## src/rtl/pc_pkg.sv

```systemverilog
// -----------------------------------------------------------------------------
// pc_pkg
// Shared definitions for the program-counter unit:
//   - pc_state_e   : fetch FSM state encoding (BOOT, RUN, TRAP, HALT)
//   - PC_RESET_VEC : default first fetch address after reset
//   - PC_TRAP_VEC  : default address loaded on a trap or misaligned redirect
//   - PC_INC       : default sequential fetch increment in bytes
//   - PC_CNT_W     : default width of the accepted-fetch counter
//   - pc_is_misaligned() : word-alignment check on a redirect target
// -----------------------------------------------------------------------------
package pc_pkg;

  typedef enum logic [1:0] {
    ST_BOOT = 2'd0,
    ST_RUN  = 2'd1,
    ST_TRAP = 2'd2,
    ST_HALT = 2'd3
  } pc_state_e;

  localparam logic [31:0] PC_RESET_VEC = 32'h0000_0000;
  localparam logic [31:0] PC_TRAP_VEC  = 32'h0000_0100;
  localparam int unsigned PC_INC       = 32'd4;
  localparam int unsigned PC_CNT_W     = 32'd32;

  // A fetch target must be word aligned; any set bit in [1:0] is rejected.
  function automatic logic pc_is_misaligned(input logic [1:0] i_lsb);
    return (i_lsb != 2'b00);
  endfunction

endpackage : pc_pkg

```

## src/rtl/pc_incr.sv

```systemverilog
// -----------------------------------------------------------------------------
// pc_incr
// Combinational sequential-PC adder: o_sum = i_a + INC, wrapping modulo
// 2^XLEN with no carry out.
// Ports:
//   i_a   [XLEN-1:0] : current program counter
//   o_sum [XLEN-1:0] : next sequential program counter
// -----------------------------------------------------------------------------
module pc_incr #(
  parameter int unsigned XLEN = 32,
  parameter int unsigned INC  = 4
) (
  input  logic [XLEN-1:0] i_a,
  output logic [XLEN-1:0] o_sum
);

  // Carry out of the top bit is intentionally discarded so the PC wraps to 0.
  assign o_sum = i_a + XLEN'(INC);

endmodule : pc_incr

```

## src/rtl/pc_unit.sv

```systemverilog
// -----------------------------------------------------------------------------
// pc_unit
// Program-counter / fetch-request generator with a four-state FSM
// (BOOT, RUN, TRAP, HALT). Next-PC priority in RUN is
// trap_req > redirect > halt_req > sequential increment > hold.
// Ports:
//   clk             : sole clock, all state updates on the rising edge
//   reset           : synchronous active-high reset, dominates all inputs
//   fetch_ready     : fetch stage accepts pc this cycle
//   redirect        : branch/jump taken this cycle
//   redirect_target : branch/jump destination (must be word aligned)
//   trap_req        : exception, forces pc to TRAP_VEC
//   halt_req        : stop fetching after the current cycle
//   pc              : current fetch address
//   pc_valid        : pc is a valid fetch request
//   misaligned      : one-cycle pulse after a rejected misaligned redirect
//   halted          : unit is in HALT
//   fetch_count     : number of accepted fetches (pc_valid && fetch_ready)
// -----------------------------------------------------------------------------
module pc_unit
  import pc_pkg::*;
#(
  parameter int unsigned     XLEN      = 32,
  parameter logic [XLEN-1:0] RESET_VEC = XLEN'(PC_RESET_VEC),
  parameter logic [XLEN-1:0] TRAP_VEC  = XLEN'(PC_TRAP_VEC),
  parameter int unsigned     INC       = PC_INC,
  parameter int unsigned     CNT_W     = PC_CNT_W
) (
  input  logic             clk,
  input  logic             reset,
  input  logic             fetch_ready,
  input  logic             redirect,
  input  logic [XLEN-1:0]  redirect_target,
  input  logic             trap_req,
  input  logic             halt_req,
  output logic [XLEN-1:0]  pc,
  output logic             pc_valid,
  output logic             misaligned,
  output logic             halted,
  output logic [CNT_W-1:0] fetch_count
);

  pc_state_e        r_state;
  logic [XLEN-1:0]  r_pc;
  logic             r_pc_valid;
  logic             r_misaligned;
  logic             r_halted;
  logic [CNT_W-1:0] r_fetch_count;

  pc_state_e        w_state_nxt;
  logic [XLEN-1:0]  w_pc_nxt;
  logic             w_misaligned_nxt;
  logic [XLEN-1:0]  w_pc_inc;
  logic             w_target_bad;

  pc_incr #(
    .XLEN (XLEN),
    .INC  (INC)
  ) u_pc_incr (
    .i_a   (r_pc),
    .o_sum (w_pc_inc)
  );

  assign w_target_bad = pc_is_misaligned(redirect_target[1:0]);

  // Next-state / next-PC selection for the fetch FSM.
  always_comb begin
    w_state_nxt      = r_state;
    w_pc_nxt         = r_pc;
    w_misaligned_nxt = 1'b0;
    case (r_state)
      ST_BOOT: begin
        // BOOT ignores every request and always spends exactly one cycle.
        w_state_nxt = ST_RUN;
        w_pc_nxt    = RESET_VEC;
      end
      ST_RUN: begin
        if (trap_req) begin
          w_state_nxt = ST_TRAP;
          w_pc_nxt    = TRAP_VEC;
        end else if (redirect) begin
          // The current pc is dropped even when fetch_ready is low.
          if (w_target_bad) begin
            w_state_nxt      = ST_TRAP;
            w_pc_nxt         = TRAP_VEC;
            w_misaligned_nxt = 1'b1;
          end else begin
            w_state_nxt = ST_RUN;
            w_pc_nxt    = redirect_target;
          end
        end else if (halt_req) begin
          w_state_nxt = ST_HALT;
          w_pc_nxt    = r_pc;
        end else if (fetch_ready) begin
          w_state_nxt = ST_RUN;
          w_pc_nxt    = w_pc_inc;
        end else begin
          w_state_nxt = ST_RUN;
          w_pc_nxt    = r_pc;
        end
      end
      ST_TRAP: begin
        // TRAP shows TRAP_VEC as invalid for one cycle; a repeated trap re-enters it.
        w_pc_nxt = TRAP_VEC;
        if (trap_req) begin
          w_state_nxt = ST_TRAP;
        end else begin
          w_state_nxt = ST_RUN;
        end
      end
      ST_HALT: begin
        // halt_req is irrelevant here; only a trap or redirect leaves HALT.
        if (trap_req) begin
          w_state_nxt = ST_TRAP;
          w_pc_nxt    = TRAP_VEC;
        end else if (redirect) begin
          if (w_target_bad) begin
            w_state_nxt      = ST_TRAP;
            w_pc_nxt         = TRAP_VEC;
            w_misaligned_nxt = 1'b1;
          end else begin
            w_state_nxt = ST_RUN;
            w_pc_nxt    = redirect_target;
          end
        end else begin
          w_state_nxt = ST_HALT;
          w_pc_nxt    = r_pc;
        end
      end
      default: begin
        w_state_nxt = ST_BOOT;
        w_pc_nxt    = RESET_VEC;
      end
    endcase
  end

  // All unit state, with outputs registered from the next state so they
  // line up with the state they describe.
  always_ff @(posedge clk) begin
    if (reset) begin
      r_state       <= ST_BOOT;
      r_pc          <= RESET_VEC;
      r_pc_valid    <= 1'b0;
      r_misaligned  <= 1'b0;
      r_halted      <= 1'b0;
      r_fetch_count <= {CNT_W{1'b0}};
    end else begin
      r_state      <= w_state_nxt;
      r_pc         <= w_pc_nxt;
      r_pc_valid   <= (w_state_nxt == ST_RUN);
      r_misaligned <= w_misaligned_nxt;
      r_halted     <= (w_state_nxt == ST_HALT);
      // Count the handshake on the pc being presented now, not the next one.
      if (r_pc_valid && fetch_ready) begin
        r_fetch_count <= r_fetch_count + CNT_W'(1);
      end else begin
        r_fetch_count <= r_fetch_count;
      end
    end
  end

  assign pc          = r_pc;
  assign pc_valid    = r_pc_valid;
  assign misaligned  = r_misaligned;
  assign halted      = r_halted;
  assign fetch_count = r_fetch_count;

endmodule : pc_unit

```

## config.mk

```make
export PLATFORM = sky130hd
export DESIGN_NAME = pc_unit
export DESIGN_NICKNAME = d
export VERILOG_FILES = /design/src/rtl/pc_pkg.sv /design/src/rtl/pc_incr.sv /design/src/rtl/pc_unit.sv
export SDC_FILE = /design/constraint.sdc
export NUM_CORES = 1
export LEC_CHECK = 0
export CORE_MARGIN = 2
export CORE_UTILIZATION = 34
export DETAILED_ROUTE_END_ITERATION = 10
export GPL_ROUTABILITY_DRIVEN = 0
export SYNTH_ARGS = -nofsm -noshare
export SYNTH_HDL_FRONTEND = slang
export SYNTH_SLANG_ARGS = --single-unit
```

## constraint.sdc

```tcl
create_clock -name clk -period 4.5 [get_ports clk]
set_input_delay 0.9 -clock clk [delete_from_list [all_inputs] [get_ports clk]]
set_output_delay 0.9 -clock clk [all_outputs]
set_load 0.03 [all_outputs]
```

== Yosys cells after proc, flatten, opt, wreduce, memory -nomap -nowiden ==
Cells that the tools add are included.
Storage, ports and cells
  output and inout port bits: 67
  bits in registers: 69
Cells by class
  reductions and logical operators: 6
  multiplexer cells: 17
  eq/ne operators: 8
  bitwise gates (word level): 2
  add/sub/neg operators: 2
Operators by type and width (count)
  $mux 32: 7
  $pmux 32 s4: 1
  $add 32x1->32 const B: 1
  $add 32x3->32 const B: 1
  $mux 2: 7
  $ne 4x4->1 const B: 2
  $pmux 2 s4: 1
  $eq 2x2->1 const B: 3
  $eq 2x1->1 const B: 2
  $reduce_or 4->1: 1
  $ne 3x3->1 const B: 1
  $reduce_and 3->1: 1
  $logic_not 2->1: 1
  $not 1->1: 2
  $reduce_bool 2->1: 1
  $reduce_or 2->1: 1
  $logic_and 1x1->1: 1
  $mux 1: 1

== Logic depth before layout (Yosys ltp) ==
  depth after elaboration: 6
  depth in mapped cells: 8
  depth with buffers taken out: 6

== Hierarchy ==
Synthesis repeated with hierarchy kept, for this count alone.
Unflattened totals
  cell total of the unflattened synthesis: 488
  area, all modules: 4016.4 µm²
By module, submodules not included
  pc_unit: seq. area each 1381.3 µm², cells each 405, times used 1, area an instance 3435.8 µm²
  pc_incr: seq. area each 0.0 µm², cells each 83, times used 1, area an instance 580.6 µm²

== Least setup slack after synthesis ==
OpenSTA, ideal clock, no wires.
  path kind: input -> register
  start point: input redirect
  end point: register r_pc[19], in the netlist pc[19]
  library setup time: 0.074 ns
  slack: 1.967 ns
  path buffers: 3
  arrival time: 2.458 ns
  stages on the path: 7
  cell sequence: buf_6 or3b_1 buf_2 or2_0 buf_2 or4_1 a31oi_1
Between the ends
  longest elaborated chain between the ends: 3
  elaborated cells between the ends (all ways): 7
  classes of those cells: eq/ne: 3; mux: 3; reduce/logical: 1
Ends and longest elaborated chain
  start: declaration: RTL line pc_unit.sv:32  | input logic redirect,
  $mux 32: RTL line pc_unit.sv:81  | end else if (redirect) begin
  $mux 32: RTL line pc_unit.sv:78  | if (trap_req) begin
  $pmux 32 s4: RTL line pc_unit.sv:71  | case (r_state)
  end signal: assignment: RTL line pc_unit.sv:149  | r_pc <= w_pc_nxt;
  end: declaration: RTL line pc_unit.sv:44  | logic [XLEN-1:0] r_pc;
Several ways; a longest one is shown, not always the timed one.
A chain may end at the register's enable or synchronous reset.

== Worst setup path after layout ==
  start point: input redirect
  end point: register r_pc[31], in the netlist pc[31]
Same word-level chain as after synthesis.

==> impl_metrics.tcl <==
set metrics [dict create \
    post_dp_cell_area_mm2 0.00489 \
    grt_pass1_wl_mm 18.5 \
    hpwl_mm 8.58 \
    synth_area_mm2 0.00373 \
    clockRootBuffer "clkbuf_8" \
    yosysSeqAreaShare_pct 37.0 \
    ys_ff_latch 69 \
    rsz0062_at_grt "no" \
    hold_viol_final 0 \
    layout_commonest_cell "clkdlybuf4s50_1" \
    cts_resized 0 \
    fin_nets 592 \
    cts_tree "done" \
    synth-edff-count 0 \
    worstSetupPathType "in2reg" \
    arrival_ns 3.39 \
    hold_path_class "reg2reg" \
    grt_start_max_net_pins 62 \
    reg2regPathDepth 5 \
    diodes 0 \
    status "completed" \
    endpoint_kind "register" \
    cp.required_ns 4.77 \
    worst_slack_ns 1.38 \
    hold_depth 2 \
    hold_buffers 0 \
    worstMarginPinSlew_ns 0.858 \
    seq_area_mm2 0.00138 \
    slew_viol_final 0 \
    final_area_mm2 0.00513 \
    grt_usage_pct 20.0 \
    yosysUniqueCellTypes 62 \
    worst_ir_drop_vdd_v 0.000161 \
    drt_iter0_drc 266 \
    p_leak_nw 1.68 \
    firstDrtPassIters 6 \
    syn_avg_cell_area_um2 8.22 \
    die_area_mm2 0.0118 \
    timing.fmax_mhz 321 \
    fin_crit_ns 3.12 \
    multiInputGateArea_mm2 0.00221 \
    ios 105 \
    cts.reportedPaths.clkPinSlew_ns 0.08 \
    start_util_pct 34.6 \
    post_cts_buffers 0 \
    clock_sinks 69 \
    synth_top_area_share_pct 37.0 \
    die_w_um 109 \
    syn_nets 494 \
    startpoint_type "input port" \
    grt_antenna_before_repair 0 \
    finClkSkew_ns 0.0112 \
    area_growth_pct 37.5 \
    yosys.area.top_type "dfxtp_1" \
    htreeDepth 3 \
    wl_mm 11.6 \
    rows 38 \
    core-area_mm2 0.0108 \
    setup-violations-final 0 \
    worstPathMaxFanout 18 \
    yosys_warnings 0 \
    slew_headroom_pct 42.3 \
    avgRoutedWirePerCell_um 16.7 \
    overflow 0 \
    dpl_worst_slack_ns 1.10 \
    io_buffers 104 \
    synth_flop_cell "dfxtp_1" \
    synth-async-reset-ratio_pct 0 \
    vias 3954 \
    insertion_delay_ns 0.34 \
    grt_pass1_vias 3656 \
    n_fill_cell 1068 \
    cts_buffer_depth 2 \
    period_share_pct 69.3 \
    cts_buffers 9 \
    most-common-layout-cells "103 x clkdlybuf4s50_1, 69 x dfxtp_1, 53 x nor2_1" \
    setup_tns_ns 0 \
    syn_inst 454 \
    drcViolationCount 0 \
    ant_nets 0 \
    die_h_um 109 \
    p_total_mw 1.38 \
    drive_gt1_share_pct 5.40 \
    vias_per_cell 5.68 \
    drv_cap 0 \
    ys_top_cells_by_area "dfxtp_1 37%, nor2_1 5.3%, xnor2_1 5.2%, xor2_1 4.5%, nand4_1 4.0%" \
    p_per_area_mw_per_mm2 268 \
]
## registers in the layout (all words and copies together), names as in the netlist
register	cells
fetch_count	32
halted	1
pc	32
misaligned	1
r_state	2
pc_valid	1
## metrics by stage
step | utilization (%) | hold WS [ns] | instances
2_1_floorplan | - | 0.604 | 454
3_3_place_gp | 45.3 | 0.466 | 681
3_5_place_dp | 45.3 | 0.477 | 681
4_1_cts | 47.5 | 0.488 | 696
5_1_grt | 47.5 | 0.500 | 696
6_report | 47.5 | 0.484 | 696
## cells by family after synthesis
family          Yosys count  synth area share (%)
simple gates            207                  30.4
fa+ha+maj                 2                 0.670
compound gates          100                  18.4
xor+xnor                 41                  9.62
flops                    69                  37.0
buf+inv                  35                  3.85
## where the power goes
| group | leakage, nW | internal, mW | switching (mW) |
|---|---|---|---|
| clock | 0.123 | 0.383 | 0.239 |
| combinational | 0.998 | 0.0564 | 0.0674 |
| sequential | 0.557 | 0.617 | 0.0129 |
| total | 1.68 | 1.06 | 0.319 |
## worst max-delay path, stage by stage
cell,delay [ns]
clkdlybuf4s50_1,0.41
buf_4,0.20
or3b_1,0.52
or2_0,0.42
nor3_1,0.44
nand2_1,0.26
o22ai_1,0.22
## cells in the mapped netlist (4+ instances only)
library cell and n:
nand2b_1 4, a22oi_1 13, nand4_1 24, clkbuf_1 15
and3_1 13, nor3_1 20, o22ai_1 6, nand2_1 23
a21oi_1 22, xnor2_1 22, nor2_1 53, and4_1 7
dfxtp_1 69, a31oi_1 5, a22o_1 8, o21ai_0 16
nor4_1 5, or3_1 9, xor2_1 19, nor4b_1 4
inv_1 13, nand3_1 23
## final timing paths
kind	end	from	slack [ns]
worst max-delay path	pc[31]$_SDFFE_PP0P_	redirect	1.38
worst min-delay path	fetch_count[31]$_SDFFE_PP0P_	fetch_count[31]$_SDFFE_PP0P_	0.48
worst max register to register	pc[31]$_SDFFE_PP0P_	r_state[0]$_SDFF_PP0_	1.95
worst min register to register	fetch_count[31]$_SDFFE_PP0P_	fetch_count[31]$_SDFFE_PP0P_	0.48
## per-layer routing
metal  track usage (%)  routed length, µm  vias to the layer above
met1              26.6               4980                     1865
met5                 0                  0                        -
met2              31.8               5400                      173
li1                  -                  -                     1889
met3              3.65                936                       27
met4              8.24                276                        0
## layout make-up
class                      count  share of cell area [%]
inverter                      13                   0.951
timing repair buffer         109                    20.9
clock inverter                 5                    2.10
tap                          140                    3.41
sequential                    69                    26.9
multi-input combinational    350                    43.0
clock buffer                  10                    2.68
Note: power is estimated with default switching activity, not from simulation.
